`src/rtl/video_pkg.sv`:
```
// Shared video constants and the 12-bit colour type used by the layer renderers.
package video_pkg;
    localparam int H_ACTIVE = 640;
    localparam int V_ACTIVE = 480;
    localparam int COORD_W  = 10;
    localparam int RGB_W    = 4;

    typedef struct packed {
        logic [RGB_W-1:0] r;
        logic [RGB_W-1:0] g;
        logic [RGB_W-1:0] b;
    } rgb444_t;
endpackage

```
`src/rtl/pipe_delay.sv`:
```
// Fixed-depth shift register used to line sideband bits up with ROM read data.
module pipe_delay #(
    parameter int WIDTH = 1,
    parameter int DEPTH = 1
) (
    input  logic             i_clk,
    input  logic             i_rst_n,
    input  logic [WIDTH-1:0] i_d,
    output logic [WIDTH-1:0] o_q
);
    for (genvar gi = 0; gi < DEPTH; gi++) begin : g_stage
        logic [WIDTH-1:0] r_q;
        if (gi == 0) begin : g_head
            always_ff @(posedge i_clk or negedge i_rst_n) begin
                if (!i_rst_n) r_q <= '0;
                else          r_q <= i_d;
            end
        end else begin : g_tail
            always_ff @(posedge i_clk or negedge i_rst_n) begin
                if (!i_rst_n) r_q <= '0;
                else          r_q <= g_stage[gi-1].r_q;
            end
        end
    end

    assign o_q = g_stage[DEPTH-1].r_q;
endmodule

```
`src/rtl/scaled_image_renderer.sv`:
```
// One palette-indexed image layer: positions, upscales and optionally mirrors a ROM
// image, producing blank-gated RGB plus a hit flag for a downstream compositor.
module scaled_image_renderer
    import video_pkg::*;
#(
    parameter int IMG_W           = H_ACTIVE,
    parameter int IMG_H           = V_ACTIVE,
    parameter int ADDR_W          = 19,
    parameter int IDX_W           = 8,
    parameter int SCALE_SHIFT     = 0,
    parameter int ROM_LATENCY     = 1,
    parameter int TRANSPARENT_IDX = 0,
    parameter int USE_TRANSPARENT = 1,
    parameter int LATCH_LINE      = V_ACTIVE
) (
    input  logic               vga_clk,
    input  logic               reset_n,
    input  logic [COORD_W-1:0] DrawX,
    input  logic [COORD_W-1:0] DrawY,
    input  logic               blank,
    input  logic [COORD_W-1:0] pos_x,
    input  logic [COORD_W-1:0] pos_y,
    input  logic               mirror_x,
    input  logic               enable,
    output logic [ADDR_W-1:0]  rom_addr,
    input  logic [IDX_W-1:0]   rom_q,
    output logic [IDX_W-1:0]   pal_index,
    input  logic [RGB_W-1:0]   pal_red,
    input  logic [RGB_W-1:0]   pal_green,
    input  logic [RGB_W-1:0]   pal_blue,
    output logic [RGB_W-1:0]   red,
    output logic [RGB_W-1:0]   green,
    output logic [RGB_W-1:0]   blue,
    output logic               hit
);
    localparam int                 SPAN_W = IMG_W << SCALE_SHIFT;
    localparam int                 SPAN_H = IMG_H << SCALE_SHIFT;
    localparam logic [COORD_W-1:0] U_LAST = COORD_W'(IMG_W - 1);

    logic [COORD_W-1:0] r_pos_x_s, r_pos_y_s;
    logic               r_mirror_s, r_enable_s;

    // Placement only changes on the first blanked line so a frame never tears.
    always_ff @(posedge vga_clk or negedge reset_n) begin
        if (!reset_n) begin
            r_pos_x_s  <= '0;
            r_pos_y_s  <= '0;
            r_mirror_s <= 1'b0;
            r_enable_s <= 1'b0;
        end else if (DrawX == '0 && DrawY == COORD_W'(LATCH_LINE)) begin
            r_pos_x_s  <= pos_x;
            r_pos_y_s  <= pos_y;
            r_mirror_s <= mirror_x;
            r_enable_s <= enable;
        end
    end

    logic signed [COORD_W:0] w_dx, w_dy;
    logic [COORD_W-1:0]      w_u, w_v, w_u_m;
    logic                    w_inside, w_valid0;
    logic [ADDR_W-1:0]       w_addr;

    assign w_dx     = $signed({1'b0, DrawX}) - $signed({1'b0, r_pos_x_s});
    assign w_dy     = $signed({1'b0, DrawY}) - $signed({1'b0, r_pos_y_s});
    assign w_inside = !w_dx[COORD_W] && !w_dy[COORD_W]
                   && (int'(w_dx[COORD_W-1:0]) < SPAN_W)
                   && (int'(w_dy[COORD_W-1:0]) < SPAN_H);
    assign w_u      = w_dx[COORD_W-1:0] >> SCALE_SHIFT;
    assign w_v      = w_dy[COORD_W-1:0] >> SCALE_SHIFT;
    assign w_u_m    = r_mirror_s ? (U_LAST - w_u) : w_u;
    assign w_addr   = ADDR_W'(w_v) * ADDR_W'(IMG_W) + ADDR_W'(w_u_m);
    assign w_valid0 = w_inside & r_enable_s & blank;

    logic r_valid0, r_blank0;

    // Address holds outside the image to keep the ROM bus quiet.
    always_ff @(posedge vga_clk or negedge reset_n) begin
        if (!reset_n) begin
            rom_addr <= '0;
            r_valid0 <= 1'b0;
            r_blank0 <= 1'b0;
        end else begin
            if (w_inside) rom_addr <= w_addr;
            r_valid0 <= w_valid0;
            r_blank0 <= blank;
        end
    end

    logic w_valid_d, w_blank_d;

    pipe_delay #(
        .WIDTH(2),
        .DEPTH(ROM_LATENCY)
    ) u_align (
        .i_clk  (vga_clk),
        .i_rst_n(reset_n),
        .i_d    ({r_valid0, r_blank0}),
        .o_q    ({w_valid_d, w_blank_d})
    );

    logic    w_opaque, w_hit_next;
    rgb444_t r_rgb;

    assign pal_index  = rom_q;
    assign w_opaque   = !((USE_TRANSPARENT != 0) && (rom_q == IDX_W'(TRANSPARENT_IDX)));
    assign w_hit_next = w_valid_d & w_blank_d & w_opaque;

    always_ff @(posedge vga_clk or negedge reset_n) begin
        if (!reset_n) begin
            hit   <= 1'b0;
            r_rgb <= '0;
        end else begin
            hit   <= w_hit_next;
            r_rgb <= w_hit_next ? rgb444_t'{pal_red, pal_green, pal_blue} : '0;
        end
    end

    assign red   = r_rgb.r;
    assign green = r_rgb.g;
    assign blue  = r_rgb.b;
endmodule

```
`config.mk`:
```
export PLATFORM = sky130hd
export DESIGN_NAME = scaled_image_renderer
export DESIGN_NICKNAME = d
export VERILOG_FILES = /design/src/rtl/video_pkg.sv /design/src/rtl/pipe_delay.sv /design/src/rtl/scaled_image_renderer.sv
export SDC_FILE = /design/constraint.sdc
export NUM_CORES = 1
export LEC_CHECK = 0
export BUFFER_PORTS_ARGS = -buffer_cell sky130_fd_sc_hd__buf_2
export CAP_MARGIN = 20
export CORE_ASPECT_RATIO = 2
export CORE_MARGIN = 2
export CORE_UTILIZATION = 45
export DETAILED_ROUTE_END_ITERATION = 16
export PLACE_DENSITY_LB_ADDON = 0.12
export REMOVE_ABC_BUFFERS = 1
export SKIP_CTS_REPAIR_TIMING = 1
export SLEW_MARGIN = 20
export SYNTH_ARGS = -nofsm -noshare
export SYNTH_HDL_FRONTEND = slang
export SYNTH_SLANG_ARGS = --single-unit
```
`constraint.sdc`:
```
create_clock -name vga_clk -period 4.1 [get_ports vga_clk]
set_input_delay 0.41 -clock vga_clk [delete_from_list [all_inputs] [get_ports vga_clk]]
set_output_delay 0.41 -clock vga_clk [all_outputs]
set_load 0.01 [all_outputs]
```
# Word level (Yosys, flattened, before mapping)
# Cells that the tools add are included.
[totals] reg_bits=58 word_cells=35
[classes] addsub=4 mul=1 n_lt_le_gt_ge=2 eq_ne=1 muxes=2 bitwise=4 reduce_logical=9
[op_table] operator="$sub A10 B10 Y11" count=2
[op_table] operator="$add A19 B10 Y19" count=1
[op_table] operator="$mul A10 B3 Y12 const B" count=1
[op_table] operator="$mux W12" count=1
[op_table] operator="$eq A10 B9 Y1 const B" count=1
[op_table] operator="$logic_not A10 Y1" count=1
[op_table] operator="$lt A10 B10 Y1 const B" count=1
[op_table] operator="$lt A10 B9 Y1 const B" count=1
[op_table] operator="$mux W10" count=1
[op_table] operator="$sub A10 B10 Y10 const A" count=1
[op_table] operator="$logic_not A8 Y1" count=1
[op_table] operator="$and A1 B1 Y1" count=4
[op_table] operator="$logic_and A1 B1 Y1" count=4
[op_table] operator="$logic_not A1 Y1" count=3

# Longest topological paths before layout
# Gate-level depths: netlist of run 1.
[depth] depth_word=7 depth_mapped=19 mapped_depth_nobuf=19

# By module
# From an unflattened synthesis of run 1, not the netlist that was laid out.
[unflattened] hier_cells=395 area_unflattened_um2=3966.3
[modules_own_cells] module="scaled_image_renderer" n_inst=1 cells_each=393 area_each_um2=3916.3 seq_area_each_um2=1401.3
[modules_own_cells] module="pipe_delay" n_inst=1 cells_each=2 area_each_um2=50.0 seq_area_each_um2=50.0

# Worst setup path after synthesis of run 1
# OpenSTA, ideal clock, no wires.
[synth_timing] path_kind="in2reg" startpoint="input port DrawX[0]" endpoint="register rom_addr[17]" setup_ps=125 arrival_time_ps=3844 t_required_ps=3975 setup_slack_ps=130 stages=19 path_buffers=0 cell_sequence="inv_1 -> ha_1 -> inv_1 -> fa_1 -> a21o_1 -> a21oi_2 -> a2bb2oi_1 -> xnor2_1 -> ha_1 -> a21o_1 -> inv_1 -> fa_1 -> nor2b_1 -> o21ai_0 -> or3b_1 -> and3b_1 -> nand3_1 -> xor2_1 -> mux2_4"
[synth_between] elab_chain_cells=5
[synth_lines] item="from (decl)" line_no="scaled_image_renderer.sv:18" source="input logic [COORD_W-1:0] DrawX,"
[synth_lines] item="$sub A10 B10 Y11 *" line_no="scaled_image_renderer.sv:63" source="assign w_dx = $signed({1'b0, DrawX}) - $signed({1'b0, r_pos_x_s});"
[synth_lines] item="parallel branches: the longest is 4 deep, another holds $add A19 B10 Y19"
[synth_lines] item="to (signal assigned)" line_no="scaled_image_renderer.sv:83" source="if (w_inside) rom_addr <= w_addr;"
[synth_lines] item="to (decl)" line_no="scaled_image_renderer.sv:25" source="output logic [ADDR_W-1:0] rom_addr,"
# Every way passes the cells marked *.
# A chain may end at the register's enable or synchronous reset.

# Final worst setup path of run 1
[layout_timing] startpoint="register r_pos_x_s[0]" endpoint="register rom_addr[17]"
[layout_between] elab_chain_cells=5
[layout_lines] item="from (decl)" line_no="scaled_image_renderer.sv:40" source="logic [COORD_W-1:0] r_pos_x_s, r_pos_y_s;"
[layout_lines] item="from (signal assigned)" line_no="scaled_image_renderer.sv:51" source="r_pos_x_s <= pos_x;"
[layout_lines] item="$sub A10 B10 Y11 *" line_no="scaled_image_renderer.sv:63"
[layout_lines] item="parallel branches: the longest is 4 deep, another holds $add A19 B10 Y19"
# Marks and branches as above.

==> results.json, run 1 <==
{
  "yosys.area.top_type": "dfrtp_1",
  "p_per_area_mw_per_mm2": 343,
  "synthMuxAreaShare": 0.0806,
  "die_h_um": 137,
  "path_cells": "ha_2 > inv_1 > fa_1 > a21o_1 > a21oi_2 > a2bb2oi_2 > xnor2_2 > ha_1 > a21o_1 > inv_1 > fa_2 > nor2b_1 > o21ai_0 > or3b_1 > and3b_1 > nand3_1 > xor2_1 > mux2_4",
  "holdWs_ns": 0.202,
  "cp_slowest_cell": "or3b_1",
  "ctsRootBufferMaster": "clkbuf_16",
  "cts_tree": "built",
  "power_frac_comb": 0.197,
  "fmaxAchievable_mhz": 254,
  "remaining_drc_errors": 0,
  "initial_core_util": 0.463,
  "min_to": "r_blank0",
  "setup_violations": 0,
  "seq_area_frac_synth": 0.365,
  "p_switching_mw": 0.461,
  "clk_pin_slew_worst_paths_ns": 0.06,
  "overflow": 0,
  "synth_top_family_by_area": "compound AO/OA/AOI/OAI gates",
  "worstReg2RegStart": "r_pos_x_s[0]",
  "synth-adder-area-share": 0.134,
  "synth_ff_type": "dfrtp_1",
  "regToRegEndpoint": "rom_addr[17]",
  "antenna_found_initial": 0,
  "ys_ff_latch": 58,
  "drv_cap": 0,
  "startpoint_type": "flop",
  "coreArea_sq_mm": 0.00859,
  "portBuffers": 104,
  "grtUsageTotal": 0.202,
  "synth_area_leaders": "dfrtp_1 (37%), ha_1 (11%), mux2_4 (6.4%)",
  "synth_area_sq_mm": 0.00397,
  "irDropWorstVdd_mv": 0.209,
  "hold_violations": 0,
  "cts_buffers": 9,
  "synth_xor_xnor_area_share": 0.0960,
  "drv_slew": 0,
  "areaGrowthSynthToFinish_pct": 28.3,
  "cts.sinks": 58,
  "die_w_um": 70.5,
  "hp-class": "in2reg",
  "synthArstFlopShare": 1.00,
  "routed_wl_um": 9050,
  "pin_count": 105,
  "n_antenna_cell": 0,
  "crit_arrival_ns": 4.16,
  "drt_iter0_markers": 112,
  "yosysWarnings": 0,
  "finClkSkew_ns": 0.00747,
  "grt_max_degree": 59,
  "regArea_sq_mm": 0.00145,
  "crit_fanout": 3,
  "period_share": 0.961,
  "min-delay-start": "blank",
  "critPathKind": "reg2reg",
  "rows": 48,
  "min_period_ns": 3.94,
  "drive_above_1_share": 0.354,
  "worst_slew_pin_slew_ns": 0.739,
  "synth_cell_types": 52,
  "clockPowerShare": 0.474,
  "switching_share": 0.264,
  "slowest_delay_ns": 0.40,
  "ff2ff_path_depth": 18,
  "hold_depth": 1,
  "fin_nets": 622,
  "power_frac_seq": 0.328,
  "intPower_mw": 1.29,
  "design_area_sq_mm": 0.00510,
  "post_dp_cell_area_sq_mm": 0.00471,
  "detailed_place_hpwl_um": 7120,
  "fillerInstances": 770,
  "path_buf_inv": 2,
  "final_antenna_net_count": 0,
  "htree_levels": 3,
  "synth_compound_area_frac": 0.140,
  "critPathCaptureType": "flop",
  "drt_first_pass_iters": 4,
  "yosysTopAreaCellShare": 0.365,
  "final_common_cell": "buf_2",
  "post-route-util": 0.594,
  "cpLargestDelayFamily": "adder cells",
  "avgSynthCellArea_sq_um": 10.2,
  "status": "finished, final reports clean",
  "synth_edf_count": 0,
  "via_count": 3238,
  "multi_input_area_sq_mm": 0.00235,
  "reg2reg_slack_ns": 0.16,
  "leakage_nw": 2.70,
  "final_cell_mix": "buf_2 (104), dfrtp_1 (58), ha_1 (35)",
  "synthSimpleGateAreaFrac": 0.128,
  "cts_buffer_depth": 2,
  "gp_congestion": 0.861,
  "syn_inst": 390,
  "routedWlPerCell_um": 14.6,
  "grt_pass1_wl_um": 15200,
  "grt_pass1_vias": 3246,
  "dieArea_sq_mm": 0.00964,
  "viasPerCell": 5.21,
  "clk_latency_ns": 0.34,
  "worstSetupStartpoint": "r_pos_x_s[0]",
  "crit_required_ns": 4.32,
  "relSlewSlack": 0.508
}
==> how the worst max path moves through the flow <==
stage	slack, ns	cells past startpoint	endpoint
2_1_floorplan	0.13	19	rom_addr[17]
3_3_place_gp	-0.04	20	rom_addr[17]
3_5_place_dp	-0.1	20	rom_addr[17]
4_1_cts	0.07	18	rom_addr[17]
5_1_grt	-0.002	18	rom_addr[17]
6_report	0.16	18	rom_addr[17]
==> power groups by stage <==
| stage | logic, mW | registers [mW] | clock network (mW) |
|---|---|---|---|
| 6_report | 0.345 | 0.574 | 0.830 |
| 2_1_floorplan | 0.205 | 0.584 | 0 |
| 3_3_place_gp | 0.334 | 0.584 | 0 |
| 3_5_place_dp | 0.338 | 0.584 | 0 |
| 4_1_cts | 0.341 | 0.574 | 0.851 |
| 5_1_grt | 0.387 | 0.574 | 0.876 |
==> kinds of logic after synthesis <==
| kind of cell | after synthesis |
|---|---|
| and+or+nand+nor | 99 |
| adders and majority gates | 40 |
| DFF | 58 |
| AOI/OAI and AO/OA | 81 |
| xor gates and xnor gates | 42 |
| muxes | 23 |
| buffers and inverters | 47 |
==> synth_stat cells (2+ instances only) <==
cell / number
nand3_1: 2
a211oi_2: 2
a21oi_1: 15
a21o_1: 10
buf_6: 2
mux2_4: 17
inv_1: 31
a21oi_2: 4
nor2b_1: 5
fa_1: 4
nand4_1: 2
and3_1: 2
dfrtp_1: 58
a211o_1: 2
clkbuf_1: 5
nor4_1: 6
a211oi_1: 3
nand2b_1: 3
nor2_1: 18
buf_4: 9
and2_1: 15
o21bai_1: 2
ha_1: 36
nand2_1: 32
xor2_1: 13
nand4b_1: 3
nor3_1: 5
mux2_1: 4
o21a_1: 4
mux2i_1: 2
o21ai_1: 11
o21ai_0: 16
xnor2_1: 28
==> layer usage <==
metal,up-vias,track usage,wire (um)
li1,1599,-,-
met1,1549,0.209,3300
met2,75,0.387,5260
met3,15,0.0376,331
met4,0,0.0812,168
met5,-,0,0
==> per-stage QoR <==
stage	instances	total power, mW	TNS (ns)	worst slack (ns)
after floorplan	374	0.789	0	0.129
after global placement	603	0.919	-0.0360	-0.0360
after detailed placement	603	0.922	-0.168	-0.0988
after CTS	619	1.77	0	0.0689
after global routing	622	1.84	-0.00172	-0.00172
final	622	1.75	0	0.161
==> flip-flops by register name (all words and copies together) (netlist names) <==
name,count
rom_addr,19
r_pos_x_s,10
r_pos_y_s,10
blue,4
green,4
red,4
u_align.o_q,2
hit,1
r_blank0,1
r_enable_s,1
r_mirror_s,1
r_valid0,1
==> area by class of cell <==
class,instances,share of cell area
tap,100,0.0245
inverter,31,0.0228
clock inverter,7,0.0199
sequential,58,0.285
multi-input combinational,285,0.461
timing repair buffer,132,0.143
clock buffer,9,0.0442
Note: power is estimated with default switching activity, not from simulation.
==> inputs of run 2 (changes only) <==
CORE_UTILIZATION = 48   (was 45)
==> run 2 against run 1 <==
  * Via count decreased by 3.0%
  * Design area is 1.2% lower
  * Total power decreased by 7.9%
  * Final cell count fell by 0.96%
  * Clock skew shrank 0.0016 ns
  * Die area fell by 6.0%
  * First-iteration DRC count fell by 30%
  * Maximum frequency up 1.3%
  * Routed wire length decreased by 6.0%
  * Non-clock buffer count decreased by 4
  * Count of clock-buffer cells in the layout rose by 1
  * Utilization grew 2.2 points
  * Largest cell class unchanged
==> results.json, run 2 (synthesized netlist as in run 1, its figures left out) <==
{
  "final_antenna_net_count": 0,
  "finalNonFillerCells": 616,
  "grt_pass1_vias": 3016,
  "viasPerCell": 5.10,
  "period_share": 0.948,
  "coreArea_sq_mm": 0.00817,
  "min_period_ns": 3.89,
  "gp_congestion": 0.820,
  "largest_register_ffs": 19,
  "cts.sinks": 58,
  "die_h_um": 133,
  "irDropWorstVdd_mv": 0.300,
  "fin_nets": 618,
  "drv_slew": 0,
  "largest_register": "rom_addr",
  "die_w_um": 68.3,
  "cts_buffer_depth": 2,
  "pin_count": 105,
  "leakage_nw": 2.66,
  "crit_required_ns": 4.32,
  "overflow": 0,
  "worst_slew_pin_slew_ns": 0.748,
  "holdWs_ns": 0.202,
  "drive_above_1_share": 0.359,
  "critPathKind": "reg2reg",
  "clk_pin_slew_worst_paths_ns": 0.05,
  "final_common_cell": "buf_2",
  "hold_violations": 0,
  "placed_cells": 599,
  "relSlewSlack": 0.502,
  "drv_cap": 0,
  "setup_violations": 0,
  "grtUsageTotal": 0.196,
  "crit_fanout": 3,
  "finClkSkew_ns": 0.00583,
  "drt_iter0_markers": 78,
  "routed_wl_um": 8520,
  "post-route-util": 0.616,
  "grt_max_degree": 59,
  "rows": 47,
  "initial_core_util": 0.486,
  "clk_latency_ns": 0.33,
  "ctsRootBufferMaster": "clkbuf_16",
  "startpoint_type": "flop",
  "cts_buffers": 9,
  "grt_pass1_wl_um": 13300,
  "p_per_area_mw_per_mm2": 320,
  "portBuffers": 104,
  "crit_arrival_ns": 4.10,
  "via_count": 3140,
  "areaGrowthSynthToFinish_pct": 26.7,
  "drt_first_pass_iters": 4,
  "fin_tns_setup_ns": 0,
  "routedWlPerCell_um": 13.8,
  "rsz0062_at_grt": "no",
  "fillerInstances": 726,
  "fmaxAchievable_mhz": 257,
  "remaining_drc_errors": 0,
  "antenna_found_initial": 0,
  "critPathCaptureType": "flop",
  "detailed_place_hpwl_um": 6720,
  "cts_tree": "built",
  "top_regs": "rom_addr: 19 flops, r_pos_x_s: 10 flops, r_pos_y_s: 10 flops",
  "status": "finished, final reports clean",
  "final_cell_mix": "buf_2 (104), dfrtp_1 (58), ha_1 (35)",
  "htree_levels": 3,
  "n_antenna_cell": 0,
  "dieArea_sq_mm": 0.00907,
  "hp-class": "in2reg",
  "power_mw": 1.61
}
run 2: cell count changes in the layout (fill, tap and decap cells not counted), moves of 2 or more:
cell,delta
bufinv_16,-2
buf_4,-4
clkinv_2,+2
o21ai_2,+2
run 2: path summary, 6_finish.rpt:
path	start	end	slack [ns]	cells after the start
setup / recovery	r_pos_x_s[0]	rom_addr[17]	0.21	18
hold / removal	blank	r_blank0	0.20	1
min in group asynchronous	reset_n	rom_addr[16]	0.22	2
max in group asynchronous	reset_n	r_pos_x_s[8]	3.39	2
setup reg to reg	r_pos_x_s[0]	rom_addr[17]	0.21	18
hold reg to reg	r_valid0	u_align.o_q[1]	0.35	0
run 2: per-stage QoR:
step | setup slack (ns) | area, sq um
after floorplan | 0.129 | 3860
after global placement | -0.0215 | 4690
after detailed placement | -0.104 | 4690
after CTS | 0.0549 | 4970
after global routing | 0.00216 | 5040
final | 0.211 | 5040
run 2: critical path, stage by stage, from the launching register on:
cell and delay, ns:
dfrtp_1 0.37, ha_2 0.19, inv_1 0.06, fa_2 0.34, a21o_1 0.18, a21oi_2 0.16
a2bb2oi_2 0.10, xnor2_2 0.17, ha_1 0.29, a21o_1 0.13, inv_1 0.06, fa_2 0.36
nor2b_1 0.14, o21ai_2 0.08, or3b_1 0.40, and3b_2 0.26, nand3_2 0.08, xor2_1 0.16
mux2_4 0.25
run 2: routing by layer:
layer	track usage	routed length, um	vias to the layer above
li1	-	-	1587
met1	0.214	3280	1455
met2	0.350	4690	82
met3	0.0383	339	16
met4	0.0811	211	0
met5	0	0	-
run 2: layout make-up:
cell class                      instances  area (sq um)  share of cell area
Clock buffer                           10           239              0.0475
Clock inverter                          6          41.3             0.00820
Inverter                               31           116              0.0231
Multi-Input combinational cell        285          2360               0.470
Sequential cell                        58          1450               0.288
Tap cell                               98           123              0.0243
Timing Repair Buffer                  128           701               0.139
run 2: power by group:
group	switching [mW]	total [mW]	internal (mW)
clock	0.271	0.695	0.424
sequential	0.000309	0.574	0.574
combinational	0.170	0.342	0.172
